$ cat config.mk
export PLATFORM = sky130hd
export DESIGN_NAME = anc_scheduler
export DESIGN_NICKNAME = d
export VERILOG_FILES = /design/src/rtl/anc_scheduler.sv
export SDC_FILE = /design/constraint.sdc
export NUM_CORES = 1
export LEC_CHECK = 0
export CAP_MARGIN = 30
export CELL_PAD_IN_SITES_DETAIL_PLACEMENT = 1
export CELL_PAD_IN_SITES_GLOBAL_PLACEMENT = 1
export CORE_MARGIN = 2
export CORE_UTILIZATION = 42
export DETAILED_ROUTE_END_ITERATION = 7
export GPL_TIMING_DRIVEN = 0
export PLACE_DENSITY = 0.8
export SLEW_MARGIN = 20
export SYNTH_ARGS = -nofsm -noshare
export SYNTH_HDL_FRONTEND = slang
export SYNTH_SLANG_ARGS = --single-unit
$ cat constraint.sdc
create_clock -name clk_in -period 2.2 [get_ports clk_in]
set_input_delay 0.44 -clock clk_in [delete_from_list [all_inputs] [get_ports clk_in]]
set_output_delay 0.44 -clock clk_in [all_outputs]
set_load 0.02 [all_outputs]
$ cat src/rtl/anc_scheduler.sv
// Frame sequencer for the ANC datapath: lowpass -> sample buffer -> (NLMS) -> FIR.
// Tracks per-stage timeouts, dropped samples and frame latency.
module anc_scheduler #(
  parameter int TIMEOUT_CYCLES = 2047,
  parameter int CNT_W          = 16
) (
  input  logic             clk_in,
  input  logic             rst_n_in,
  input  logic             sample_pulse_in,
  input  logic             adapt_en_in,
  input  logic             clear_flags_in,
  output logic             lp_start_out,
  input  logic             lp_amb_done_in,
  input  logic             lp_fb_done_in,
  output logic             samp_start_out,
  input  logic             samp_done_in,
  output logic             lms_start_out,
  input  logic             lms_done_in,
  output logic             fir_start_out,
  input  logic             fir_done_in,
  output logic             frame_done_out,
  output logic             busy_out,
  output logic             overrun_out,
  output logic             timeout_out,
  output logic [CNT_W-1:0] drop_count_out,
  output logic [CNT_W-1:0] last_latency_out,
  output logic [2:0]       state_out
);

  localparam logic [2:0] S_IDLE  = 3'd0;
  localparam logic [2:0] S_LP    = 3'd1;
  localparam logic [2:0] S_SAMP  = 3'd2;
  localparam logic [2:0] S_ADAPT = 3'd3;
  localparam logic [2:0] S_FIR   = 3'd4;

  localparam int               WAIT_W    = $clog2(TIMEOUT_CYCLES + 1);
  localparam logic [WAIT_W-1:0] WAIT_LAST = WAIT_W'(TIMEOUT_CYCLES - 1);
  localparam logic [CNT_W-1:0]  CNT_MAX   = '1;

  logic [2:0]        state_q, state_d;
  logic              lp_start_q, lp_start_d;
  logic              samp_start_q, samp_start_d;
  logic              lms_start_q, lms_start_d;
  logic              fir_start_q, fir_start_d;
  logic              frame_done_q, frame_done_d;
  logic              busy_q, busy_d;
  logic              overrun_q, overrun_d;
  logic              timeout_q, timeout_d;
  logic              amb_lat_q, amb_lat_d;
  logic              fb_lat_q, fb_lat_d;
  logic [WAIT_W-1:0] wait_q, wait_d;
  logic [CNT_W-1:0]  lat_q, lat_d;
  logic [CNT_W-1:0]  last_lat_q, last_lat_d;
  logic [CNT_W-1:0]  drop_q, drop_d;

  logic             timed_out;
  logic             timeout_set;
  logic             drop_ev;
  logic             amb_now;
  logic             fb_now;
  logic [CNT_W-1:0] lat_inc;
  logic [CNT_W-1:0] drop_base;

  always_comb begin
    state_d      = state_q;
    lp_start_d   = 1'b0;
    samp_start_d = 1'b0;
    lms_start_d  = 1'b0;
    fir_start_d  = 1'b0;
    frame_done_d = 1'b0;
    amb_lat_d    = amb_lat_q;
    fb_lat_d     = fb_lat_q;
    last_lat_d   = last_lat_q;
    timeout_set  = 1'b0;
    timed_out    = (wait_q == WAIT_LAST);
    wait_d       = wait_q + WAIT_W'(1);
    lat_inc      = (lat_q == CNT_MAX) ? lat_q : lat_q + CNT_W'(1);
    lat_d        = lat_inc;
    amb_now      = amb_lat_q | (lp_amb_done_in & ~lp_start_q);
    fb_now       = fb_lat_q | (lp_fb_done_in & ~lp_start_q);
    drop_ev      = sample_pulse_in && (state_q != S_IDLE);

    case (state_q)
      S_IDLE: begin
        wait_d = '0;
        if (sample_pulse_in) begin
          state_d    = S_LP;
          lp_start_d = 1'b1;
          // Counts the accepting cycle itself, so the frame_done cycle lands on the latency.
          lat_d      = CNT_W'(1);
          amb_lat_d  = 1'b0;
          fb_lat_d   = 1'b0;
        end
      end
      S_LP: begin
        amb_lat_d = amb_now;
        fb_lat_d  = fb_now;
        if (amb_now && fb_now) begin
          state_d      = S_SAMP;
          samp_start_d = 1'b1;
          wait_d       = '0;
        end else if (timed_out) begin
          state_d     = S_IDLE;
          timeout_set = 1'b1;
        end
      end
      S_SAMP: begin
        if (samp_done_in && !samp_start_q) begin
          wait_d = '0;
          if (adapt_en_in) begin
            state_d     = S_ADAPT;
            lms_start_d = 1'b1;
          end else begin
            state_d     = S_FIR;
            fir_start_d = 1'b1;
          end
        end else if (timed_out) begin
          state_d     = S_IDLE;
          timeout_set = 1'b1;
        end
      end
      S_ADAPT: begin
        if (lms_done_in && !lms_start_q) begin
          state_d     = S_FIR;
          fir_start_d = 1'b1;
          wait_d      = '0;
        end else if (timed_out) begin
          state_d     = S_IDLE;
          timeout_set = 1'b1;
        end
      end
      S_FIR: begin
        if (fir_done_in && !fir_start_q) begin
          state_d      = S_IDLE;
          frame_done_d = 1'b1;
          last_lat_d   = lat_inc;
        end else if (timed_out) begin
          state_d     = S_IDLE;
          timeout_set = 1'b1;
        end
      end
      default: state_d = S_IDLE;
    endcase

    busy_d = (state_d != S_IDLE);

    // A set event in the same cycle as clear takes precedence.
    overrun_d = drop_ev | (overrun_q & ~clear_flags_in);
    timeout_d = timeout_set | (timeout_q & ~clear_flags_in);
    drop_base = clear_flags_in ? '0 : drop_q;
    drop_d    = drop_base;
    if (drop_ev && (drop_base != CNT_MAX)) drop_d = drop_base + CNT_W'(1);
  end

  always_ff @(posedge clk_in or negedge rst_n_in) begin
    if (!rst_n_in) begin
      state_q      <= S_IDLE;
      lp_start_q   <= 1'b0;
      samp_start_q <= 1'b0;
      lms_start_q  <= 1'b0;
      fir_start_q  <= 1'b0;
      frame_done_q <= 1'b0;
      busy_q       <= 1'b0;
      overrun_q    <= 1'b0;
      timeout_q    <= 1'b0;
      amb_lat_q    <= 1'b0;
      fb_lat_q     <= 1'b0;
      wait_q       <= '0;
      lat_q        <= '0;
      last_lat_q   <= '0;
      drop_q       <= '0;
    end else begin
      state_q      <= state_d;
      lp_start_q   <= lp_start_d;
      samp_start_q <= samp_start_d;
      lms_start_q  <= lms_start_d;
      fir_start_q  <= fir_start_d;
      frame_done_q <= frame_done_d;
      busy_q       <= busy_d;
      overrun_q    <= overrun_d;
      timeout_q    <= timeout_d;
      amb_lat_q    <= amb_lat_d;
      fb_lat_q     <= fb_lat_d;
      wait_q       <= wait_d;
      lat_q        <= lat_d;
      last_lat_q   <= last_lat_d;
      drop_q       <= drop_d;
    end
  end

  assign lp_start_out     = lp_start_q;
  assign samp_start_out   = samp_start_q;
  assign lms_start_out    = lms_start_q;
  assign fir_start_out    = fir_start_q;
  assign frame_done_out   = frame_done_q;
  assign busy_out         = busy_q;
  assign overrun_out      = overrun_q;
  assign timeout_out      = timeout_q;
  assign drop_count_out   = drop_q;
  assign last_latency_out = last_lat_q;
  assign state_out        = state_q;

endmodule

==> run metrics, run 1 <==
Clock transition at path regs 0.07 ns; # IOs 53; crit start category flip-flop; worst min-delay path class reg2reg; RSZ-0062 raised after global routing false; critical path class reg2reg; non-filler cells in the finished layout 524; part of the cycle the worst path needs 91.37%; Post-Syn Nets 361; GR Overflow Total 0; global-route wire length before repair 14170 um; slowest CP cell nor4_4; switching part of the total power 35.19%; initial antenna violation count 0; min Tclk post-route 2.010 ns; clock skew 0.006544 ns; Total GRT Usage 20.31%; internal power 0.002713 W; full die area 8985 um^2; CP max stage delay 0.49 ns; Post-Syn Area 3462 um^2; Critical Path AT 2.23 ns; Initial Utilization 42.78%; Filler cells 944; syn_area_per_cell 9.977 um^2; leading area contributor after synthesis dfrtp_1; yosys synthesis warning count 0; maximum vdd ir drop 0.4032 mV; Psw 0.001473 W; worst-margin pin slew 0.4949 ns; Num Clock Sinks 72; highest-count cells in the layout ignoring fill and taps 72 x dfrtp_1, 50 x clkdlybuf4s50_1, 45 x nor2_1; Power Total 0.004186 W; Final WS setup 0.1898 ns; number of nets in the layout 428; status finished, final reports clean; leakage power 1.886 nW; DR iter-0 viols 118; reg2reg setup slack 0.19 ns; Root Buffer clkbuf_8; vias 2852; sequential share of the synthesized area 52.04%; vias in the first global route 2928; Post-Synthesis Cells 347; latest clock arrival within the worst-skew pair 0.34 ns; # port buffers 52; Buf+Inv Stages, Crit Path 0; final setup violation count 0; DIE HEIGHT 94.79 um; DP Worst Slack -0.6439 ns; clock share of power 25.7%; antenna fix cells 0; crit path cell chain ha_1, nand4_4, nor4_4, nor3_1, xnor2_1, o21ai_0; fmax 0.4975 GHz; Core Rows 33; sequential share of power 42.1%; slew margin rel. 66.76%; pin count of the biggest net entering global routing 54; Die X 94.79 um; leading cell type in the layout, fill and taps excluded dfrtp_1; GPL Wtd Cong 0.8142; pwr dens 952.6 nW/um^2; share of flip-flops with an asynchronous set or reset 100.0%; CP max FO 7; Routed wire per std cell 15.86 um; share of layout cells above drive strength 1 10.26%; final hold vios 0; core area 8093 um^2; router iterations before antenna repair 4; Post-Route WL 8309 um; WP data required 2.42 ns; Routed Antenna Nets 0; dominant cells by area after synthesis dfrtp_1 52%, nor2_1 5.0%, xnor2_1 4.8%; Synth cell types 52; CTS tree yes; detailed placer's ending HPWL 5919 um; placed cell count 505; Most used DFF post-synth dfrtp_1; Slew Viols, Final 0; Post-synth EDFFs 0; DRC 0; Max H-tree Level 3; Max Root-Sink Buffers 2; vias per cell 5.443; Seq cells post-synth 72; crit end category flip-flop; Gate power share 32.2%; max-cap violation count 0; Synth top area share 52.04%; Layout area overhead 26.92%; CTS Buf Count 9; family with the most delay on the worst path simple AND/OR/NAND/NOR gates
## worst reg2reg max path: cells and delay by family (launching register included)
family | cells | cell delay, ns
AND/OR/NAND/NOR | 3 | 0.81
XOR/XNOR | 1 | 0.25
adder cells (fa/ha/maj) | 1 | 0.30
AO/OA/AOI/OAI | 1 | 0.12
flip-flops | 1 | 0.41
## final cells by class
type / instances / area [um^2] / area share, %
sequential: 72 / 1802 / 41.00
multi-input combinational: 253 / 1587 / 36.10
timing repair buffer: 56 / 573.1 / 13.04
clock buffer: 13 / 158.9 / 3.616
tap: 105 / 131.4 / 2.990
buffer: 10 / 57.56 / 1.310
inverter: 12 / 45.04 / 1.025
clock inverter: 3 / 40.04 / 0.9112
## repair_timing
item | CTS | global route
pin swaps | 3 | 1
hold buffers | 1 | 0
gates cloned | 0 | 0
buffers inserted | 2 | 0
endpoints found under the hold margin | 19 | 0
gates resized for setup | 9 | 1
setup endpoints to repair | 15 | 10
## power groups by stage
stage / Combinational [W] / Sequential [W] / Clock [W]
2_1_floorplan: 0.000611 / 0.00194 / 0
3_3_place_gp: 0.00131 / 0.00178 / 0
3_5_place_dp: 0.00135 / 0.00179 / 0
4_1_cts: 0.00137 / 0.00177 / 0.00110
5_1_grt: 0.00151 / 0.00180 / 0.00116
6_report: 0.00135 / 0.00176 / 0.00108
## stage by stage
step	util (%)	hold WS, ns	TNS, ns	instance area [um^2]
floorplan	-	0.1444	0	3462
global placement	50.83	0.4646	-143.53	4114
detailed placement	51.14	0.3474	-9.392	4139
CTS	54.27	0.4904	0	4392
global route	54.30	0.5103	0	4394
finish	54.30	0.4817	0	4394
## final timing paths
kind                                            startpoint                              end  cells after the start
max                                     lat_q[0]$_DFF_PN0_  last_latency_out[7]$_DFFE_PN0P_                      6
max reg2reg                             lat_q[0]$_DFF_PN0_  last_latency_out[7]$_DFFE_PN0P_                      6
min reg2reg                last_latency_out[7]$_DFFE_PN0P_  last_latency_out[7]$_DFFE_PN0P_                      2
max in group asynchronous                         rst_n_in              wait_q[7]$_DFF_PN0_                      3
min in group asynchronous                         rst_n_in         frame_done_out$_DFF_PN0_                      2
min                        last_latency_out[7]$_DFFE_PN0P_  last_latency_out[7]$_DFFE_PN0P_                      2
## state kept, by name, indices dropped and copies added, names as in the netlist
name / flops
amb_lat_q: 1
busy_out: 1
drop_count_out: 16
fb_lat_q: 1
fir_start_out: 1
frame_done_out: 1
last_latency_out: 16
lat_q: 16
lms_start_out: 1
lp_start_out: 1
overrun_out: 1
samp_start_out: 1
state_out: 3
timeout_out: 1
wait_q: 11
## metal layers
layer / GRT usage, % / routed length [um]
met2: 33.16 / 4001
met4: 8.454 / 145
met1: 27.39 / 3974
met5: 0 / 0
met3: 2.474 / 188
## cells by family (layout without fill, tap and decap cells)
kind of cell | count (synthesis) | count (layout) | synth area share (%)
and+or+nand+nor | 161 | 161 | 25.08
xor gates and xnor gates | 27 | 27 | 6.831
adders and majority gates | 4 | 4 | 1.446
buffers and inverters | 22 | 94 | 2.674
AOI/OAI and AO/OA | 54 | 54 | 9.866
muxes | 7 | 7 | 2.060
DFF | 72 | 72 | 52.04
## cells in the mapped netlist, types with 2 or more instances
| cell type | count |
|---|---|
| a21oi_1 | 7 |
| a31oi_1 | 2 |
| a41oi_1 | 2 |
| and3_1 | 7 |
| and4_1 | 3 |
| buf_2 | 2 |
| buf_4 | 2 |
| clkbuf_1 | 5 |
| dfrtp_1 | 72 |
| ha_1 | 4 |
| inv_1 | 11 |
| mux2i_1 | 6 |
| nand2_1 | 35 |
| nand2b_1 | 8 |
| nand3_1 | 15 |
| nand3b_1 | 3 |
| nand4_1 | 7 |
| nand4_4 | 3 |
| nand4b_1 | 2 |
| nor2_1 | 46 |
| nor2b_1 | 7 |
| nor3_1 | 14 |
| nor3_2 | 2 |
| o21ai_0 | 26 |
| o21ai_1 | 2 |
| o31ai_1 | 3 |
| xnor2_1 | 19 |
| xor2_1 | 8 |
Note: power is estimated with default switching activity, not from simulation.
==> run 2, diff against run 1 <==
--- a/config.mk
+++ b/config.mk
@@ -13,7 +13,7 @@
 export DETAILED_ROUTE_END_ITERATION = 7
 export GPL_TIMING_DRIVEN = 0
 export PLACE_DENSITY = 0.8
-export SLEW_MARGIN = 20
+export SLEW_MARGIN = 25
 export SYNTH_ARGS = -nofsm -noshare
 export SYNTH_HDL_FRONTEND = slang
 export SYNTH_SLANG_ARGS = --single-unit
==> run 2 against run 1 <==
  * Worst hold slack about the same
  * First-iteration DRC count is 9.3% lower
  * Register-to-register slack improved by 0.09 ns
  * Non-clock buffer count increased by 2
  * Routed wire length is 0.84% higher
  * Largest cell class unchanged
  * Largest power group unchanged
==> run metrics, run 2 (synthesized netlist as in run 1, its figures left out) <==
status finished, final reports clean; Post-Route WL 8379 um (+0.84%); DIE HEIGHT 94.79 um (unchanged); Max H-tree Level 3 (unchanged); final setup violation count 0 (unchanged); crit start category primary input; max-cap violation count 0 (unchanged); share of layout cells above drive strength 1 10.45% (+0.19 points); slowest CP cell clkdlybuf4s50_1; pin count of the biggest net entering global routing 53 (-1.9%); placed cell count 505 (unchanged); RSZ-0062 raised after global routing false; leakage power 1.902 nW (+0.84%); final hold vios 0 (unchanged); CP max stage delay 0.47 ns (-0.02 ns); CP max FO 10 (+3); # IOs 53 (unchanged); DR iter-0 viols 107 (-9.3%); Clock transition at path regs 0.07 ns (about the same); WP data required 2.41 ns (about the same); part of the cycle the worst path needs 90.45% (-0.92 points); global-route wire length before repair 14190 um (+0.15%); CTS tree yes; number of nets in the layout 430 (+0.47%); placed cell area 4139 um^2 (unchanged); min Tclk post-route 1.990 ns (-0.02028 ns); Critical Path AT 2.20 ns (-0.03 ns); maximum vdd ir drop 0.4048 mV (+0.41%); crit path cell chain clkdlybuf4s50_1, nor2b_1, mux2i_1, o21ai_0, o211a_1, clkbuf_1, nor2_1; GR Overflow Total 0 (unchanged); detailed placer's ending HPWL 5923 um (about the same); latest clock arrival within the worst-skew pair 0.35 ns (about the same); critical path class in2reg; Routed wire per std cell 15.93 um (+0.46%); router iterations before antenna repair 4 (unchanged); Buf+Inv Stages, Crit Path 2 (+2); Slew Viols, Final 0 (unchanged); pwr dens 965.5 nW/um^2 (+1.4%); worst min-delay path class reg2reg; # port buffers 52 (unchanged); initial antenna violation count 0 (unchanged); CTS Buf Count 9 (unchanged); core area 8093 um^2 (unchanged); Layout area overhead 27.83%; Fin Hold WS 0.4817 ns (+0.00001100 ns); vias 2813 (-1.4%); Initial Utilization 42.78% (unchanged); leading cell type in the layout, fill and taps excluded dfrtp_1; full die area 8985 um^2 (unchanged); final instance area 4425 um^2 (+0.71%); Core Rows 33 (unchanged); Die X 94.79 um (unchanged); clock skew 0.01325 ns (+0.006708 ns); worst-margin pin slew 0.5261 ns (+0.03119 ns); antenna fix cells 0 (unchanged); DRC 0 (unchanged); vias in the first global route 2937 (+0.31%); Total GRT Usage 20.21% (-0.095 points); Num Clock Sinks 72 (unchanged); family with the most delay on the worst path buffers and inverters; Max Root-Sink Buffers 2 (unchanged); Root Buffer clkbuf_8; highest-count cells in the layout ignoring fill and taps 72 x dfrtp_1, 50 x clkdlybuf4s50_1, 45 x nor2_1; vias per cell 5.348 (-1.7%); fmax 0.5025 GHz (+1.0%); non-filler cells in the finished layout 526 (+0.38%); Routed Antenna Nets 0 (unchanged); crit end category flip-flop; reg2reg setup slack 0.28 ns (+0.09 ns); GPL Wtd Cong 0.8142 (unchanged); slew margin rel. 64.93% (-1.8 points)
## run 2: power breakdown
part | switching, W | internal, W
logic | 0.000778 | 0.000569
clock network | 0.000496 | 0.000671
registers | 0.000199 | 0.00156
total | 0.00147 | 0.00280
## run 2: layer usage
metal	part of all wire [%]	vias up	global-route usage (%)	routed length (um)
met5	0	-	0	0
met4	1.8	0	7.609	155
met2	49	54	34.28	4133
met3	2.7	12	2.554	223
met1	46	1405	26.43	3865
li1	-	1342	-	-
## run 2: metrics by stage
step / power (W) / setup WS [ns] / setup TNS, ns / util (%)
4_1_cts: 0.004319 / 0.0009599 / 0 / 54.34
2_1_floorplan: 0.002546 / 0.2246 / 0 / -
5_1_grt: 0.004554 / 0.008028 / 0 / 54.68
3_5_place_dp: 0.003137 / -0.6418 / -9.426 / 51.14
6_report: 0.004273 / 0.2101 / 0 / 54.68
3_3_place_gp: 0.003088 / -1.889 / -143.53 / 50.83
## run 2: area by class of cell
type | count | area [um^2]
Fill cell | 956 | 3667
Multi-Input combinational cell | 253 | 1588
Clock buffer | 13 | 148.9
Sequential cell | 72 | 1802
Inverter | 12 | 45.04
Buffer | 10 | 57.56
Tap cell | 105 | 131.4
Timing Repair Buffer | 58 | 588.1
Clock inverter | 3 | 65.06
## run 2: path summary, 6_finish.rpt
kind | from | end | cells past startpoint
worst max register to register | lat_q[0]$_DFF_PN0_ | last_latency_out[7]$_DFFE_PN0P_ | 7
min in group asynchronous | rst_n_in | last_latency_out[11]$_DFFE_PN0P_ | 2
worst min-delay path | last_latency_out[7]$_DFFE_PN0P_ | last_latency_out[7]$_DFFE_PN0P_ | 2
worst min register to register | last_latency_out[7]$_DFFE_PN0P_ | last_latency_out[7]$_DFFE_PN0P_ | 2
max in group asynchronous | rst_n_in | lat_q[5]$_DFF_PN0_ | 3
worst max-delay path | lms_done_in | wait_q[8]$_DFF_PN0_ | 7
## run 2: worst register-to-register path, stage by stage, from the launching register on
cell and delay, ns:
dfrtp_1 0.41, ha_1 0.30, nand4_4 0.20, nor4_4 0.28, buf_4 0.19, nor3_1 0.06
xnor2_1 0.24, o21ai_0 0.12
## run 2: timing repair
action                                  4_1_cts  5_1_grt
gates resized for setup                       9        2
endpoints found under the setup margin       15       12
pin swaps                                     2        4
buffers inserted                              1        3
endpoints found under the hold margin        20        0
hold buffers                                  1        0
==> run 3, diff against run 2 <==
--- a/config.mk
+++ b/config.mk
@@ -9,10 +9,10 @@
 export CELL_PAD_IN_SITES_DETAIL_PLACEMENT = 1
 export CELL_PAD_IN_SITES_GLOBAL_PLACEMENT = 1
 export CORE_MARGIN = 2
-export CORE_UTILIZATION = 42
+export CORE_UTILIZATION = 41
 export DETAILED_ROUTE_END_ITERATION = 7
 export GPL_TIMING_DRIVEN = 0
-export PLACE_DENSITY = 0.8
+export PLACE_DENSITY = 0.78
 export SLEW_MARGIN = 25
 export SYNTH_ARGS = -nofsm -noshare
 export SYNTH_HDL_FRONTEND = slang
==> run 3 against run 2 <==
  * Utilization down 1.0 points
  * Global-route usage increased by 0.30 points
  * Routed wire length is 4.3% higher
  * First-iteration DRC count shrank 13%
  * Critical endpoint is now last_latency_out[6]$_DFFE_PN0P_
  * Highest routed layer unchanged
==> run metrics, run 3 (synthesized netlist as in run 1, its figures left out) <==
Core Rows 33 (unchanged); # IOs 53 (unchanged); Post-Route WL 8740 um (+4.3%); Total GRT Usage 20.51% (+0.30 points); share of layout cells above drive strength 1 10.71% (+0.26 points); core area 8217 um^2 (+1.5%); final hold vios 0 (unchanged); Max H-tree Level 3 (unchanged); Max Root-Sink Buffers 2 (unchanged); initial antenna violation count 0 (unchanged); max-cap violation count 0 (unchanged); CP max FO 7 (-3); Routed Antenna Nets 0 (unchanged); Initial Utilization 42.13% (-0.64 points); GPL Wtd Cong 0.7670 (-5.8%); crit end category flip-flop; Num Clock Sinks 72 (unchanged); status finished, final reports clean; Slew Viols, Final 0 (unchanged); R2R depth 7 (unchanged); leading cell type in the layout, fill and taps excluded dfrtp_1; DR iter-0 viols 93 (-13%); latest clock arrival within the worst-skew pair 0.35 ns (about the same); vias 2822 (+0.32%); Fin Hold WS 0.04380 ns (-0.4379 ns); detailed placer's ending HPWL 6015 um (+1.5%); vias per cell 5.375 (+0.51%); highest-count cells in the layout ignoring fill and taps 72 x dfrtp_1, 50 x clkdlybuf4s50_1, 45 x nor2_1; pin count of the biggest net entering global routing 38 (-28%); vias in the first global route 2841 (-3.3%); CTS Buf Count 9 (unchanged); worst-margin pin slew 0.5295 ns (+0.003455 ns); critical path class reg2reg; GR Overflow Total 0 (unchanged); worst min-delay path class in2async; CTS tree yes; Die X 95.89 um (+1.2%); number of nets in the layout 429 (-0.23%); Routed wire per std cell 16.65 um (+4.5%); min Tclk post-route 2.005 ns (+0.01464 ns); # port buffers 52 (unchanged); clock skew 0.009059 ns (-0.004192 ns); fmax 0.4989 GHz (-0.73%); Power Total 0.004309 W (+0.85%); DRC 0 (unchanged); antenna fix cells 0 (unchanged); global-route wire length before repair 14450 um (+1.8%); pwr dens 977.1 nW/um^2 (+1.2%); RSZ-0062 raised after global routing false; router iterations before antenna repair 4 (unchanged); crit start category flip-flop; final setup violation count 0 (unchanged); full die area 9195 um^2 (+2.3%); part of the cycle the worst path needs 91.11% (+0.67 points); slew margin rel. 64.70% (-0.23 points); Layout area overhead 27.39%; WP data required 2.42 ns (about the same); Clock transition at path regs 0.07 ns (about the same); DIE HEIGHT 95.89 um (+1.2%); Root Buffer clkbuf_8; maximum vdd ir drop 0.4525 mV (+12%); Critical Path AT 2.23 ns (+0.03 ns); leakage power 1.894 nW (-0.39%)
[run 3: cell count changes in the layout (fill, tap and decap cells not counted), sizes merged]
| cell | delta |
|---|---|
| dlygate4sd3 | -1 |
[run 3: through the flow]
stage	setup TNS, ns	area, um^2	cells	utilization, %	setup WS [ns]
after floorplan	0	3462	347	-	0.2246
after global placement	-140.52	4114	504	50.07	-1.841
after detailed placement	-7.912	4131	505	50.28	-0.6513
after CTS	0	4390	523	53.43	0.002431
after global routing	0	4410	525	53.68	0.04528
final	0	4410	525	53.68	0.1955
[run 3: cell type report]
| type | instances | area [um^2] |
|---|---|---|
| Clock inverter | 3 | 65.06 |
| Fill cell | 941 | 3806 |
| Inverter | 12 | 45.04 |
| Multi-Input combinational cell | 253 | 1590 |
| Buffer | 10 | 57.56 |
| Clock buffer | 13 | 148.9 |
| Sequential cell | 72 | 1802 |
| Timing Repair Buffer | 57 | 570.5 |
| Tap cell | 105 | 131.4 |
[run 3: where the power goes]
group          total (W)  internal (W)  switching (W)  leakage (nW)
Clock            0.00118      0.000670       0.000508         0.108
Combinational    0.00136      0.000570       0.000795         0.810
Sequential       0.00177       0.00156       0.000208         0.976
Total            0.00431       0.00280        0.00151          1.89
[run 3: path summary, 6_finish.rpt]
path                       slack [ns]                              from                               end
max                              0.20                lat_q[0]$_DFF_PN0_   last_latency_out[6]$_DFFE_PN0P_
min in group clk_in              0.48  last_latency_out[10]$_DFFE_PN0P_  last_latency_out[10]$_DFFE_PN0P_
min                              0.04                          rst_n_in          frame_done_out$_DFF_PN0_
max reg2reg                      0.20                lat_q[0]$_DFF_PN0_   last_latency_out[6]$_DFFE_PN0P_
max in group asynchronous        1.58                          rst_n_in   last_latency_out[1]$_DFFE_PN0P_
min reg2reg                      0.48  last_latency_out[10]$_DFFE_PN0P_  last_latency_out[10]$_DFFE_PN0P_
[run 3: repair_timing]
item	in CTS	in global routing
pin swaps	3	3
setup buffers	2	2
hold buffers	0	0
endpoints found under the setup margin	15	14
resized for setup	10	2
[run 3: metal layers]
| metal | vias to the layer above | global-route usage [%] | share of wire (%) |
|---|---|---|---|
| met5 | - | 0 | 0 |
| met3 | 10 | 3.524 | 2.4 |
| met2 | 47 | 33.22 | 49 |
| met1 | 1432 | 28.18 | 47 |
| met4 | 0 | 6.429 | 1.0 |
| li1 | 1333 | - | - |
[run 3: critical path, stage by stage (launching register included)]
cell,delay [ns]
dfrtp_1,0.40
ha_1,0.29
nand4_4,0.21
nor4_4,0.37
buf_4,0.21
nor2_1,0.06
xnor2_1,0.21
o21ai_0,0.14
